## src/rtl/kgp_isa_pkg.sv

```systemverilog
`default_nettype none
// ============================================================================
//  Module      : kgp_isa_pkg
//  Description : Shared KGPminiRISC instruction-word layout, encoding-format
//                codes and the state type of the instruction_encode loader.
//  Contents    : field bit positions, field widths, FMT_* codes, enc_state_e
//  Revision    : 1.0 - initial release
// ============================================================================
package kgp_isa_pkg;

   // Field positions inside the 32-bit instruction word
   localparam int OPC_MSB   = 31;
   localparam int RS_LSB    = 21;
   localparam int RT_LSB    = 16;
   localparam int SHAMT_LSB = 11;
   localparam int FUNC_MSB  = 4;

   // Field widths
   localparam int OPC_W = 6;
   localparam int REG_W = 5;
   localparam int IMM_W = 16;
   localparam int JMP_W = 26;

   // Encoding formats presented on the fmt input
   localparam logic [1:0] FMT_R   = 2'b00;
   localparam logic [1:0] FMT_I   = 2'b01;
   localparam logic [1:0] FMT_J26 = 2'b10;
   localparam logic [1:0] FMT_J16 = 2'b11;

   // Loader state machine
   typedef enum logic [1:0] {
      ST_IDLE  = 2'd0,
      ST_LOAD  = 2'd1,
      ST_DRAIN = 2'd2,
      ST_DONE  = 2'd3
   } enc_state_e;

endpackage : kgp_isa_pkg
`default_nettype wire

```

## src/rtl/instruction_pack.sv

```systemverilog
`default_nettype none
// ============================================================================
//  Module      : instruction_pack
//  Description : Combinational packer: format code plus decoded fields in,
//                32-bit KGPminiRISC instruction word out. Fields that a
//                format does not use are ignored.
//  Ports       : fmt_i    - encoding format (R, I, J26, J16)
//                opcode_i - [31:26]
//                rs_i, rt_i, shamt_i, func_i - register/shift/function fields
//                imm_i    - 16-bit immediate or short jump offset
//                in1_i    - 26-bit jump address
//                word_o   - packed instruction
//  Revision    : 1.0 - initial release
// ============================================================================
module instruction_pack
   import kgp_isa_pkg::*;
(
   input  logic [1:0]       fmt_i,
   input  logic [OPC_W-1:0] opcode_i,
   input  logic [REG_W-1:0] rs_i,
   input  logic [REG_W-1:0] rt_i,
   input  logic [REG_W-1:0] shamt_i,
   input  logic [REG_W-1:0] func_i,
   input  logic [IMM_W-1:0] imm_i,
   input  logic [JMP_W-1:0] in1_i,
   output logic [31:0]      word_o
);

   always_comb begin
      word_o = '0;
      word_o[OPC_MSB -: OPC_W] = opcode_i;
      case (fmt_i)
         FMT_R: begin
            // bit 5 stays zero: func is only five bits wide
            word_o[RS_LSB    +: REG_W] = rs_i;
            word_o[RT_LSB    +: REG_W] = rt_i;
            word_o[SHAMT_LSB +: REG_W] = shamt_i;
            word_o[FUNC_MSB  :  0]     = func_i;
         end
         FMT_I: begin
            word_o[RS_LSB +: REG_W] = rs_i;
            word_o[RT_LSB +: REG_W] = rt_i;
            word_o[IMM_W-1:0]       = imm_i;
         end
         FMT_J26: begin
            word_o[JMP_W-1:0] = in1_i;
         end
         FMT_J16: begin
            // rt slot is forced to zero for the short jump form
            word_o[RS_LSB +: REG_W] = rs_i;
            word_o[IMM_W-1:0]       = imm_i;
         end
         default: ;
      endcase
   end

endmodule : instruction_pack
`default_nettype wire

```

## src/rtl/instruction_encode.sv

```systemverilog
`default_nettype none
// ============================================================================
//  Module      : instruction_encode
//  Description : Burst loader that encodes decoded field tuples into 32-bit
//                instructions and writes them to sequential instruction-
//                memory addresses, one registered write per accepted tuple.
//  Ports       : clk, rst (async, active-low)
//                start/base_addr/count   - burst request (IDLE only)
//                in_valid/in_ready + fmt, opcode, rs, rt, shamt, func, imm,
//                in1                     - field tuple handshake
//                imem_we/imem_addr/imem_wdata - memory write port
//                busy, done, err, words_written - status
//  Revision    : 1.0 - initial release
// ============================================================================
module instruction_encode
   import kgp_isa_pkg::*;
#(
   parameter int ADDR_W = 10
)
(
   input  logic              clk,
   input  logic              rst,
   input  logic              start,
   input  logic [ADDR_W-1:0] base_addr,
   input  logic [ADDR_W:0]   count,
   input  logic              in_valid,
   output logic              in_ready,
   input  logic [1:0]        fmt,
   input  logic [5:0]        opcode,
   input  logic [4:0]        rs,
   input  logic [4:0]        rt,
   input  logic [4:0]        shamt,
   input  logic [4:0]        func,
   input  logic [15:0]       imm,
   input  logic [25:0]       in1,
   output logic              imem_we,
   output logic [ADDR_W-1:0] imem_addr,
   output logic [31:0]       imem_wdata,
   output logic              busy,
   output logic              done,
   output logic              err,
   output logic [ADDR_W:0]   words_written
);

   localparam int              DEPTH   = 2 ** ADDR_W;
   localparam logic [ADDR_W+1:0] DEPTH_W = (ADDR_W + 2)'(DEPTH);

   enc_state_e        state_q, state_d;
   logic [ADDR_W-1:0] addr_q, addr_d;
   logic [ADDR_W:0]   remaining_q, remaining_d;
   logic              we_q, we_d;
   logic [ADDR_W-1:0] waddr_q, waddr_d;
   logic [31:0]       wdata_q, wdata_d;
   logic              err_q, err_d;
   logic [ADDR_W:0]   words_q, words_d;

   logic [31:0]       packed_word;
   logic [ADDR_W+1:0] end_sum;
   logic              accept;

   instruction_pack u_pack (
      .fmt_i    (fmt),
      .opcode_i (opcode),
      .rs_i     (rs),
      .rt_i     (rt),
      .shamt_i  (shamt),
      .func_i   (func),
      .imm_i    (imm),
      .in1_i    (in1),
      .word_o   (packed_word)
   );

   // Two extra bits so base_addr+count can never wrap before the range test
   assign end_sum  = {2'b00, base_addr} + {1'b0, count};
   assign in_ready = (state_q == ST_LOAD) && (remaining_q != '0);
   assign accept   = in_valid && in_ready;

   always_comb begin
      state_d     = state_q;
      addr_d      = addr_q;
      remaining_d = remaining_q;
      we_d        = 1'b0;
      waddr_d     = waddr_q;
      wdata_d     = wdata_q;
      err_d       = err_q;
      words_d     = words_q;
      case (state_q)
         ST_IDLE: begin
            if (start) begin
               words_d = '0;
               err_d   = 1'b0;
               if (count == '0) begin
                  state_d = ST_DONE;
               end else if (end_sum > DEPTH_W) begin
                  err_d   = 1'b1;
                  state_d = ST_DONE;
               end else begin
                  addr_d      = base_addr;
                  remaining_d = count;
                  state_d     = ST_LOAD;
               end
            end
         end
         ST_LOAD: begin
            if (accept) begin
               we_d        = 1'b1;
               waddr_d     = addr_q;
               wdata_d     = packed_word;
               addr_d      = addr_q + ADDR_W'(1);
               remaining_d = remaining_q - (ADDR_W + 1)'(1);
               // counted together with the strobe so both appear in one cycle
               words_d     = words_q + (ADDR_W + 1)'(1);
               if (remaining_q == (ADDR_W + 1)'(1)) begin
                  state_d = ST_DRAIN;
               end
            end
         end
         ST_DRAIN: state_d = ST_DONE;
         ST_DONE:  state_d = ST_IDLE;
         default:  state_d = ST_IDLE;
      endcase
   end

   always_ff @(posedge clk or negedge rst) begin
      if (!rst) begin
         state_q     <= ST_IDLE;
         addr_q      <= '0;
         remaining_q <= '0;
         we_q        <= 1'b0;
         waddr_q     <= '0;
         wdata_q     <= '0;
         err_q       <= 1'b0;
         words_q     <= '0;
      end else begin
         state_q     <= state_d;
         addr_q      <= addr_d;
         remaining_q <= remaining_d;
         we_q        <= we_d;
         waddr_q     <= waddr_d;
         wdata_q     <= wdata_d;
         err_q       <= err_d;
         words_q     <= words_d;
      end
   end

   assign imem_we       = we_q;
   assign imem_addr     = waddr_q;
   assign imem_wdata    = wdata_q;
   assign busy          = (state_q == ST_LOAD) || (state_q == ST_DRAIN);
   assign done          = (state_q == ST_DONE);
   assign err           = err_q;
   assign words_written = words_q;

endmodule : instruction_encode
`default_nettype wire

```

## config.mk

```make
export PLATFORM = sky130hd
export DESIGN_NAME = instruction_encode
export DESIGN_NICKNAME = d
export VERILOG_FILES = /design/src/rtl/kgp_isa_pkg.sv /design/src/rtl/instruction_pack.sv /design/src/rtl/instruction_encode.sv
export SDC_FILE = /design/constraint.sdc
export NUM_CORES = 1
export LEC_CHECK = 0
export CORE_MARGIN = 3
export CORE_UTILIZATION = 51
export DETAILED_ROUTE_END_ITERATION = 8
export PLACE_DENSITY = 0.84
export SYNTH_ARGS = -nofsm -noshare
export SYNTH_HDL_FRONTEND = slang
export SYNTH_HIERARCHICAL = 1
export SYNTH_SLANG_ARGS = --single-unit
```

## constraint.sdc

```tcl
create_clock -name clk -period 4.43 [get_ports clk]
set_input_delay 0.886 -clock clk [delete_from_list [all_inputs] [get_ports clk]]
set_output_delay 0.886 -clock clk [all_outputs]
set_load 0.02 [all_outputs]
```

==> summary.md <==
| Metric | Value |
|---|---|
| Number of standard cells after synthesis | 573 |
| Via count of the first global-routing pass | 4607 |
| HPWL reported at the end of detailed placement | 10600 um |
| Wire length of the first global-routing pass | 22600 um |
| Share of synthesized registers carrying an async set or reset | 100% |
| # Max-Cap Violations | 0 |
| Number of different library cells in the post-synthesis netlist | 61 |
| Warning count from the yosys run | 6 |
| Leak pwr | 2.97 nW |
| Sequential area share after synthesis | 40.0% |
| Slew Viols, Final | 0 |
| Effective utilization at floorplan | 52.6% |
| Clock skew after layout | 0.0112 ns |
| First-pass iteration count of the detailed router | 5 |
| Routed len/inst | 16.2 um |
| Later-pin clock latency in the skew report | 0.35 ns |
| Main combinational cell family by area after synthesis | simple AND/OR/NAND/NOR gates |
| Summed instance area of the synthesized netlist | 4880 sq um |
| DRC violation count after routing | 0 |
| Rows | 35 |
| Largest net degree at the start of global routing | 79 |
| Number of clock sinks seen by CTS | 78 |
| Sum of internal, switching and leakage power | 3.86 mW |
| Multiplexer fraction of the synthesized cell area | 4.71% |
| Diodes inserted | 0 |
| Max Freq | 254 MHz |
| Layout fillers | 758 |
| Antenna violations before repair | 0 |
| Launching element type of the critical path | input port |
| Quantity of gates resized following cts | 0 |
| Iter 0 DRT Violations | 328 |
| Setup TNS after final layout | 0 ns |
| Synthesized-area fraction occupied by xor and xnor cells | 1.79% |
| Gpl congestion | 1.00 |
| Remaining number of nets flagged by the antenna check after routing | 0 |
| Primary FF master, synth | sky130_fd_sc_hd__dfrtp_1 |
| Result of the run | completed |
| Overall routing resource usage | 25.3% |
| Number of synthesized flops with an enable pin | 0 |
| Setup violation total in the final timing report | 0 |
| Number of I/O pins | 153 |
| Final hold slack | 0.476 ns |
| Crit path DAT | 4.17 ns |
| Final Hold Viols | 0 |
| Growth of design area from synthesis to finish | 35.9% |
| Type of the worst min-delay path | reg2reg |
| Tightest slew margin relative to the limit | 36.4% |
| Shortest period the worst path allows | 3.94 ns |
| Level count of the clock H-tree | 3 |
| Critical path capture point type | flop |
| Sum of overflow across all layers after global routing | 0 |
| Largest fanout of any net on the critical path | 12 |
| Final instance area | 6640 sq um |
| Largest voltage drop on the vdd net | 0.401 mV |
| Width of the chip | 104 um |
| CTS Root Buffer Type | sky130_fd_sc_hd__clkbuf_8 |
| Post-Synthesis Mean Instance Area | 8.52 sq um |
| Post-placement cell area | 6430 sq um |
| Hold-fix buffers at CTS | 0 |
| Fraction of layout cells with a size suffix above 1 | 6.28% |
| PD cells | 581 nW/um^2 |
| Synth Area in Adders | 5.28% |
| RSZ-0062 raised after global routing | false |
| Critical path class | in2reg |
| Number of placed cells counting well taps | 831 |
| Number of flip-flops and latches in the synthesized netlist | 78 |
| Transition at the pin with the smallest max-transition slack | 0.954 ns |
| Synthesized netlist net count | 688 |
| Share of the synthesized area in compound gates (AO/OA/AOI/OAI) | 16.7% |
| Number of buffers added by the clock tree synthesis step | 9 |
| Buffers from clock root to sink, at most | 2 |
| Height of the die | 104 um |
| Number of nets in the finished design | 828 |
| Full die area | 10800 sq um |
| Count of buffers added by post-CTS timing repair for setup | 0 |
| Count of buffers from port buffering | 152 |
| Final period utilization | 89.0% |
| Register clock-pin slew on the reported worst setup and hold paths | 0.07 ns |
| Area inside the core boundary | 9280 sq um |
| Count of placed standard cells in the final layout, fillers left out | 846 |
| Vias per inst | 5.58 |
| Synth Area in Simple Gates | 25.6% |
| Number of vias after detailed routing | 4722 |
| Critical Path RT | 4.66 ns |
| TritonCTS clock tree | built |
| Total wirelength of the detailed-routed design | 13700 um |
-- synthesized netlist by cell type, drive strengths merged (4+ instances only) --
cell type,instances,area [sq um]
or3,8,50.1
o22ai,4,25.0
a21o,5,38.8
nand2,154,578
nand3b,4,30.0
nor3,15,75.1
a31oi,9,62.6
o32ai,6,52.6
dfrtp,78,1950
nor2,34,128
nand3,17,85.1
a211oi,4,40.0
mux2i,14,140
o21ai,29,149
clkbuf,17,63.8
nand2b,4,25.0
buf,16,144
nand4,6,37.5
ha,19,238
mux2,6,90.1
nor4,6,43.8
o41ai,4,35.0
and3,7,43.8
nor3b,9,77.6
a2bb2oi,4,35.0
o22a,5,43.8
inv,21,78.8
a21oi,22,110
xor2,7,61.3
a22o,10,87.6
-- worst max-delay path, cell delays in order --
cell and delay [ns]:
sky130_fd_sc_hd__clkdlybuf4s50_1 0.58, sky130_fd_sc_hd__ha_1 0.21, sky130_fd_sc_hd__inv_1 0.06, sky130_fd_sc_hd__fa_1 0.39, sky130_fd_sc_hd__nand2b_1 0.19, sky130_fd_sc_hd__a211o_1 0.34, sky130_fd_sc_hd__a31oi_1 0.19, sky130_fd_sc_hd__a21oi_1 0.07
sky130_fd_sc_hd__mux2_4 0.33, sky130_fd_sc_hd__o21ai_2 0.35, sky130_fd_sc_hd__buf_4 0.26, sky130_fd_sc_hd__nor3b_1 0.23, sky130_fd_sc_hd__nor3_1 0.09
-- stage by stage --
stage          worst slack (ns)  util [%]
6_report                  0.488      71.5
5_1_grt                   0.342      71.5
4_1_cts                   0.547      71.5
3_5_place_dp              0.171      69.3
3_3_place_gp              0.287      69.3
2_1_floorplan              1.22         -
-- placed cells by master, fill, tap and decap left out, drive strengths merged, types with 7 or more instances in the layout --
master and instances:
a31oi 9, and3 7, mux2i 14, or3 8, clkbuf 11, buf 11
dfrtp 78, clkdlybuf4s50 151, nand3 17, xor2 7, nor3b 9, inv 21
nand2 154, o21ai 29, ha 19, nor3 15, a21oi 22, a22o 10
nor2 34
-- flip-flops by register name, indices dropped and copies added (netlist names) --
name / count
imem_addr: 10
words_written: 11
state_q: 2
err: 1
remaining_q: 11
imem_wdata: 32
addr_q: 10
imem_we: 1
-- routing by layer --
metal  GRT usage [%]  share of wire, %  vias to the layer above
li1                -                 -                     2281
met1            33.9                44                     2222
met2            40.7                48                      188
met3            5.28               6.1                       31
met4            9.02               2.6                        0
met5               0                 0                        -
-- area by class of cell --
type                       instances  area, sq um  share of cell area, %
inverter                          22         82.6                   1.24
clock buffer                      11          131                   1.98
sequential                        78         1950                   29.4
multi-input combinational        440         2640                   39.8
clock inverter                     4         72.6                   1.09
timing repair buffer             162         1590                   24.0
tap                              129          161                   2.43
-- power breakdown --
part,switching (mW),total [mW],internal [mW]
logic,1.11,2.01,0.903
registers,0.250,1.28,1.03
clock network,0.253,0.567,0.314
total,1.61,3.86,2.25
-- cell families (layout without fill, tap and decap cells) --
kind of cell	after synthesis	in the layout
compound gates	118	118
mux	20	20
xor+xnor	10	10
buf+inv	55	199
fa+ha+maj	20	20
flops	78	78
simple gates	272	272
-- path summary, 6_finish.rpt --
path,from,endpoint,slack (ns),cells past startpoint
worst max-delay path,count[0],addr_q[8],0.49,13
worst min-delay path,imem_addr[1],imem_addr[1],0.48,2
worst max register to register,state_q[1],addr_q[8],1.80,12
worst min register to register,imem_addr[1],imem_addr[1],0.48,2
max in group asynchronous,rst,imem_wdata[5],3.13,1
min in group asynchronous,rst,imem_wdata[17],0.66,1
Note: power is estimated with default switching activity, not from simulation.
